==> config.mk <==
export PLATFORM = sky130hd
export DESIGN_NAME = mem_arbiter
export DESIGN_NICKNAME = d
export VERILOG_FILES = /design/src/rtl/mem_arbiter.sv
export SDC_FILE = /design/constraint.sdc
export NUM_CORES = 1
export LEC_CHECK = 0
export CAP_MARGIN = 40
export CELL_PAD_IN_SITES_DETAIL_PLACEMENT = 1
export CELL_PAD_IN_SITES_GLOBAL_PLACEMENT = 1
export CORE_MARGIN = 3
export CORE_UTILIZATION = 22
export DETAILED_ROUTE_END_ITERATION = 16
export PLACE_DENSITY = 0.76
export SYNTH_ARGS = -nofsm -noshare
export SYNTH_HDL_FRONTEND = slang
export SYNTH_SLANG_ARGS = --single-unit
==> constraint.sdc <==
create_clock -name clk -period 2.82 [get_ports clk]
set_clock_uncertainty 0.05 [all_clocks]
set_input_delay 0.846 -clock clk [delete_from_list [all_inputs] [get_ports clk]]
set_output_delay 0.846 -clock clk [all_outputs]
set_load 0.05 [all_outputs]
==> src/rtl/mem_arbiter.sv <==
// mem_arbiter: shares one external memory bus between the CPU and a single
// DMA-style requester (video / serial engine).
//
// Every access lasts WAIT_STATES+1 cycles. The grant decision is taken in IDLE
// and in the final cycle of each access, so back-to-back accesses run with no
// idle bubble. Contention is resolved round-robin. A DMA burst is capped at
// DMA_MAX_BURST accesses while the CPU is waiting.
//
// Ports
//   clk, n_rst          : clock, asynchronous active-low reset
//   cpu_req/we/addr     : CPU request; held until n_mem_rdy is seen low
//   n_mem_rdy           : low for the final cycle of a CPU access
//   dma_req/we/addr     : DMA request; held until dma_ack is seen high
//   dma_gnt             : high while the DMA owns the bus
//   dma_ack             : high for the final cycle of a DMA access
//   mem_addr            : memory address (0 when idle)
//   n_mem_oe, n_mem_we  : active-low memory strobes
//   mem_sel_dma         : data-bus mux select, 1 = DMA side
module mem_arbiter #(
    parameter int ADDR_WIDTH    = 16,
    parameter int WAIT_STATES   = 1,
    parameter int DMA_MAX_BURST = 4
) (
    input  logic                  clk,
    input  logic                  n_rst,
    input  logic                  cpu_req,
    input  logic                  cpu_we,
    input  logic [ADDR_WIDTH-1:0] cpu_addr,
    output logic                  n_mem_rdy,
    input  logic                  dma_req,
    input  logic                  dma_we,
    input  logic [ADDR_WIDTH-1:0] dma_addr,
    output logic                  dma_gnt,
    output logic                  dma_ack,
    output logic [ADDR_WIDTH-1:0] mem_addr,
    output logic                  n_mem_oe,
    output logic                  n_mem_we,
    output logic                  mem_sel_dma
);

    localparam logic [2:0] WS_INIT   = 3'(WAIT_STATES);
    localparam logic [3:0] BURST_CAP = 4'(DMA_MAX_BURST - 1);

    typedef enum logic [1:0] {
        ST_IDLE = 2'd0,
        ST_CPU  = 2'd1,
        ST_DMA  = 2'd2
    } state_e;

    state_e     state_q, state_d;
    logic [2:0] wait_cnt_q, wait_cnt_d;
    logic [3:0] burst_cnt_q, burst_cnt_d;
    logic       last_dma_q, last_dma_d;   // 1 = DMA had the most recent grant

    logic final_cyc;
    logic decide;
    logic dma_keep;

    assign final_cyc = (wait_cnt_q == 3'd0);
    assign decide    = (state_q == ST_IDLE) || final_cyc;
    // DMA may continue its burst over a waiting CPU until the cap is reached.
    assign dma_keep  = (state_q == ST_DMA) && dma_req && cpu_req &&
                       (burst_cnt_q < BURST_CAP);

    always_comb begin
        state_d     = state_q;
        wait_cnt_d  = wait_cnt_q;
        burst_cnt_d = burst_cnt_q;
        last_dma_d  = last_dma_q;

        if (wait_cnt_q != 3'd0) wait_cnt_d = wait_cnt_q - 3'd1;

        if (decide) begin
            // Round-robin: with both requesting, DMA wins only if the CPU
            // had the previous grant.
            if (dma_keep || (dma_req && (!cpu_req || !last_dma_q)))
                state_d = ST_DMA;
            else if (cpu_req)
                state_d = ST_CPU;
            else
                state_d = ST_IDLE;

            if (state_d != ST_IDLE) begin
                wait_cnt_d = WS_INIT;
                last_dma_d = (state_d == ST_DMA);
            end

            if (state_d == ST_DMA && state_q == ST_DMA) begin
                if (burst_cnt_q < BURST_CAP) burst_cnt_d = burst_cnt_q + 4'd1;
            end else if (state_d != ST_DMA) begin
                burst_cnt_d = 4'd0;
            end
        end
    end

    always_ff @(posedge clk or negedge n_rst) begin
        if (!n_rst) begin
            state_q     <= ST_IDLE;
            wait_cnt_q  <= 3'd0;
            burst_cnt_q <= 4'd0;
            last_dma_q  <= 1'b1;
        end else begin
            state_q     <= state_d;
            wait_cnt_q  <= wait_cnt_d;
            burst_cnt_q <= burst_cnt_d;
            last_dma_q  <= last_dma_d;
        end
    end

    // Outputs decode straight from the registered state. The write strobe is
    // held off until the final cycle to give WAIT_STATES cycles of setup.
    always_comb begin
        mem_addr    = '0;
        n_mem_oe    = 1'b1;
        n_mem_we    = 1'b1;
        n_mem_rdy   = 1'b1;
        dma_gnt     = 1'b0;
        dma_ack     = 1'b0;
        mem_sel_dma = 1'b0;
        case (state_q)
            ST_CPU: begin
                mem_addr  = cpu_addr;
                n_mem_oe  = cpu_we;
                n_mem_we  = !(cpu_we && final_cyc);
                n_mem_rdy = !final_cyc;
            end
            ST_DMA: begin
                mem_addr    = dma_addr;
                n_mem_oe    = dma_we;
                n_mem_we    = !(dma_we && final_cyc);
                dma_gnt     = 1'b1;
                dma_ack     = final_cyc;
                mem_sel_dma = 1'b1;
            end
            default: ;
        endcase
    end

endmodule

==> out/qor.txt <==
Layout cells sized above 1: 30.4%
HP Class: flop to flop
Post-DP HPWL: 2.85 mm
VDD IR max: 0.589 mV
Crit-path max FO: 9
Count of final hold-check violations: 0
WL/cell: 16.9 um
Core Region: 0.00344 mm^2
WP data arrival: 1.81 ns
GPL Wtd Cong: 0.913
TritonRoute pass-1 iters: 4
Most common cell after layout, fill and taps aside: clkdlybuf4s50_1
RSZ-0062 raised after global routing: yes
Outcome: completed
Total gr overflow: 0
H-Tree Depth: 1
Starting Density: 23.7%
Power share of the sequential group: 10.7%
Final WS setup: 0.113 ns
Int Pwr: 1.03 mW
Max Root-Sink Buffers: 2
Ys flop type: dfrtp_1
Die Span X: 66.8 um
Crit path launch type: flop
WL final: 3.50 mm
Cell count after synthesis: 102
FMAX: 369 MHz
Tmin final: 2.71 ns
Number of port buffers: 59
WHS: 0.472 ns
Syn Nets: 146
WP data required: 1.92 ns
Post-synth ARST share: 100%
Remaining DRCs: 0
Setup_tns: 0 ns
Post-synthesis sequential area ratio: 30.9%
Vias in the first global route: 1124
WHS Path Cells: 1
Critical path class: flop to output pin
Initial DRC Count: 33
R2R Path Start: state_q[0]$_DFFE_PN0N_
Die Height: 66.8 um
# IOs: 60
Hold_buf cts: 0
Switch Pwr: 1.18 mW
Via count: 1038
Max Cap Viol: 0
DP Worst Slack: -0.0426 ns
Clock power share: 6.9%
Final setup vio count: 0
Min-delay src: burst_cnt_q[3]$_DFFE_PN0P_
R2R setup slack: 0.60 ns
Clk slew on worst S/H paths: 0.04 ns
Number of nets in the layout: 206
Total GRT Usage: 15.9%
Via-per-instance ratio: 5.01
Yosys cell types: 32
Combinational share of power: 82.4%
R2r endpoint: burst_cnt_q[0]$_DFFE_PN0P_
Max Slew Vio Count: 0
FP Rows: 21
CP endpoint kind: output pin
Leakage power of the design: 0.713 nW
Initial antenna violation count: 0
Synth warnings: 0
First-pass GRT wire length: 5.29 mm
Power per cell area: 1270 mW/mm^2
Synth Cell Area: 815 um^2
Antenna diode count: 0
Final worst path period share: 96.0%
CTS Sinks: 10
Fill cells: 394
Total Die Area: 0.00447 mm^2
Largest net degree at the start of global routing: 24
EDFF count, synth: 0
Worst-Skew Late Latency: 0.24 ns
Slew of the pin with the lowest slew margin: 0.488 ns
Syn avg cell area: 7.99 um^2
CTS buffer count: 3
Layout area overhead: 113%
CTS tree: built
Worst Hold End: burst_cnt_q[3]$_DFFE_PN0P_
Slew HR: 67.0%
Root Driver: clkbuf_8
Setup Buffers After CTS: 0
Commonest non-fill, non-tap cells in the layout: 35 x clkdlybuf4s50_1, 17 x buf_12, 16 x a22oi_1, 11 x nor2_2, 9 x dfrtp_1
Reg2reg path depth: 5
#FFs+latches synth: 10
Post-route ant nets: 0
Switching share of power: 53.4%
## power groups by stage
| stage | Clock (mW) | Sequential (mW) | Combinational [mW] |
|---|---|---|---|
| global route | 0.169 | 0.244 | 1.92 |
| CTS | 0.157 | 0.236 | 1.79 |
| global placement | 0 | 0.232 | 1.72 |
| floorplan | 0 | 0.226 | 1.06 |
| finish | 0.153 | 0.237 | 1.82 |
| detailed placement | 0 | 0.237 | 1.77 |
## per-stage QoR
| stage | util [%] | area [um^2] | instances | power [mW] |
|---|---|---|---|---|
| after CTS | 49.7 | 1710 | 207 | 2.19 |
| after floorplan | - | 862 | 102 | 1.28 |
| final | 50.4 | 1740 | 207 | 2.21 |
| after global routing | 50.4 | 1740 | 207 | 2.34 |
| after global placement | 48.3 | 1660 | 203 | 1.96 |
| after detailed placement | 48.3 | 1660 | 203 | 2.01 |
## logic make-up after synthesis
family	count (synthesis)	share of synthesized area, %
adder cells (fa/ha/maj)	6	9.22
AND/OR/NAND/NOR	38	22.4
buffers and inverters	16	7.99
multiplexers	1	1.23
flip-flops	10	30.9
AO/OA/AOI/OAI	31	28.3
## how the worst max path moves through the flow
stage          slack (ns)                    from      endpoint
5_1_grt            -0.007  state_q[0]$_DFFE_PN0N_   mem_addr[1]
3_3_place_gp         0.01                  cpu_we      n_mem_we
4_1_cts             0.002  state_q[0]$_DFFE_PN0N_  mem_addr[11]
2_1_floorplan       -0.04  state_q[0]$_DFFE_PN0N_   mem_addr[2]
6_report             0.11  state_q[0]$_DFFE_PN0N_   mem_addr[1]
3_5_place_dp        -0.04                  cpu_we      n_mem_we
## cell type report
class / instances / area (um^2) / area share (%)
Clock buffer: 4 / 45.0 / 2.60
Inverter: 8 / 33.8 / 1.95
Multi-Input combinational cell: 76 / 561 / 32.3
Sequential cell: 10 / 251 / 14.5
Tap cell: 46 / 57.6 / 3.32
Timing Repair Buffer: 63 / 787 / 45.3
## synthesized netlist by cell type, drive strengths merged (2+ instances only)
library cell | n | share of area, %
and2 | 3 | 2.3
nand3 | 4 | 2.5
buf | 4 | 2.5
ha | 6 | 9.2
dfrtp | 9 | 28
a22oi | 16 | 15
o21ai | 4 | 2.5
nand2 | 5 | 2.3
clkbuf | 4 | 1.8
a221o | 2 | 2.5
nand4 | 2 | 1.5
nor2 | 19 | 8.8
inv | 7 | 3.2
## worst max-delay path, cell delays in order (launching register included)
cell        delay [ns]
dfrtp_1           0.35
inv_1             0.09
ha_1              0.32
clkinvlp_4        0.19
buf_4             0.25
nor2_1            0.20
buf_12            0.17
## registers in the layout, indices dropped and copies added (netlist names)
name	cells
burst_cnt_q	4
wait_cnt_q	3
state_q	2
last_dma_q	1
## routing by layer
layer,up-vias,global-route usage [%],wire length [um]
li1,491,-,-
met1,509,17.3,1280
met2,34,29.5,2010
met3,4,4.22,173
met4,0,5.08,44
met5,-,0,0
## timing repair
action                                 in CTS  in global routing
resized for setup                           1                  9
setup endpoints to repair                   1                  8
pin swaps                                   1                  1
endpoints found under the hold margin       0                  0
gates cloned                                0                  0
Note: power is estimated with default switching activity, not from simulation.
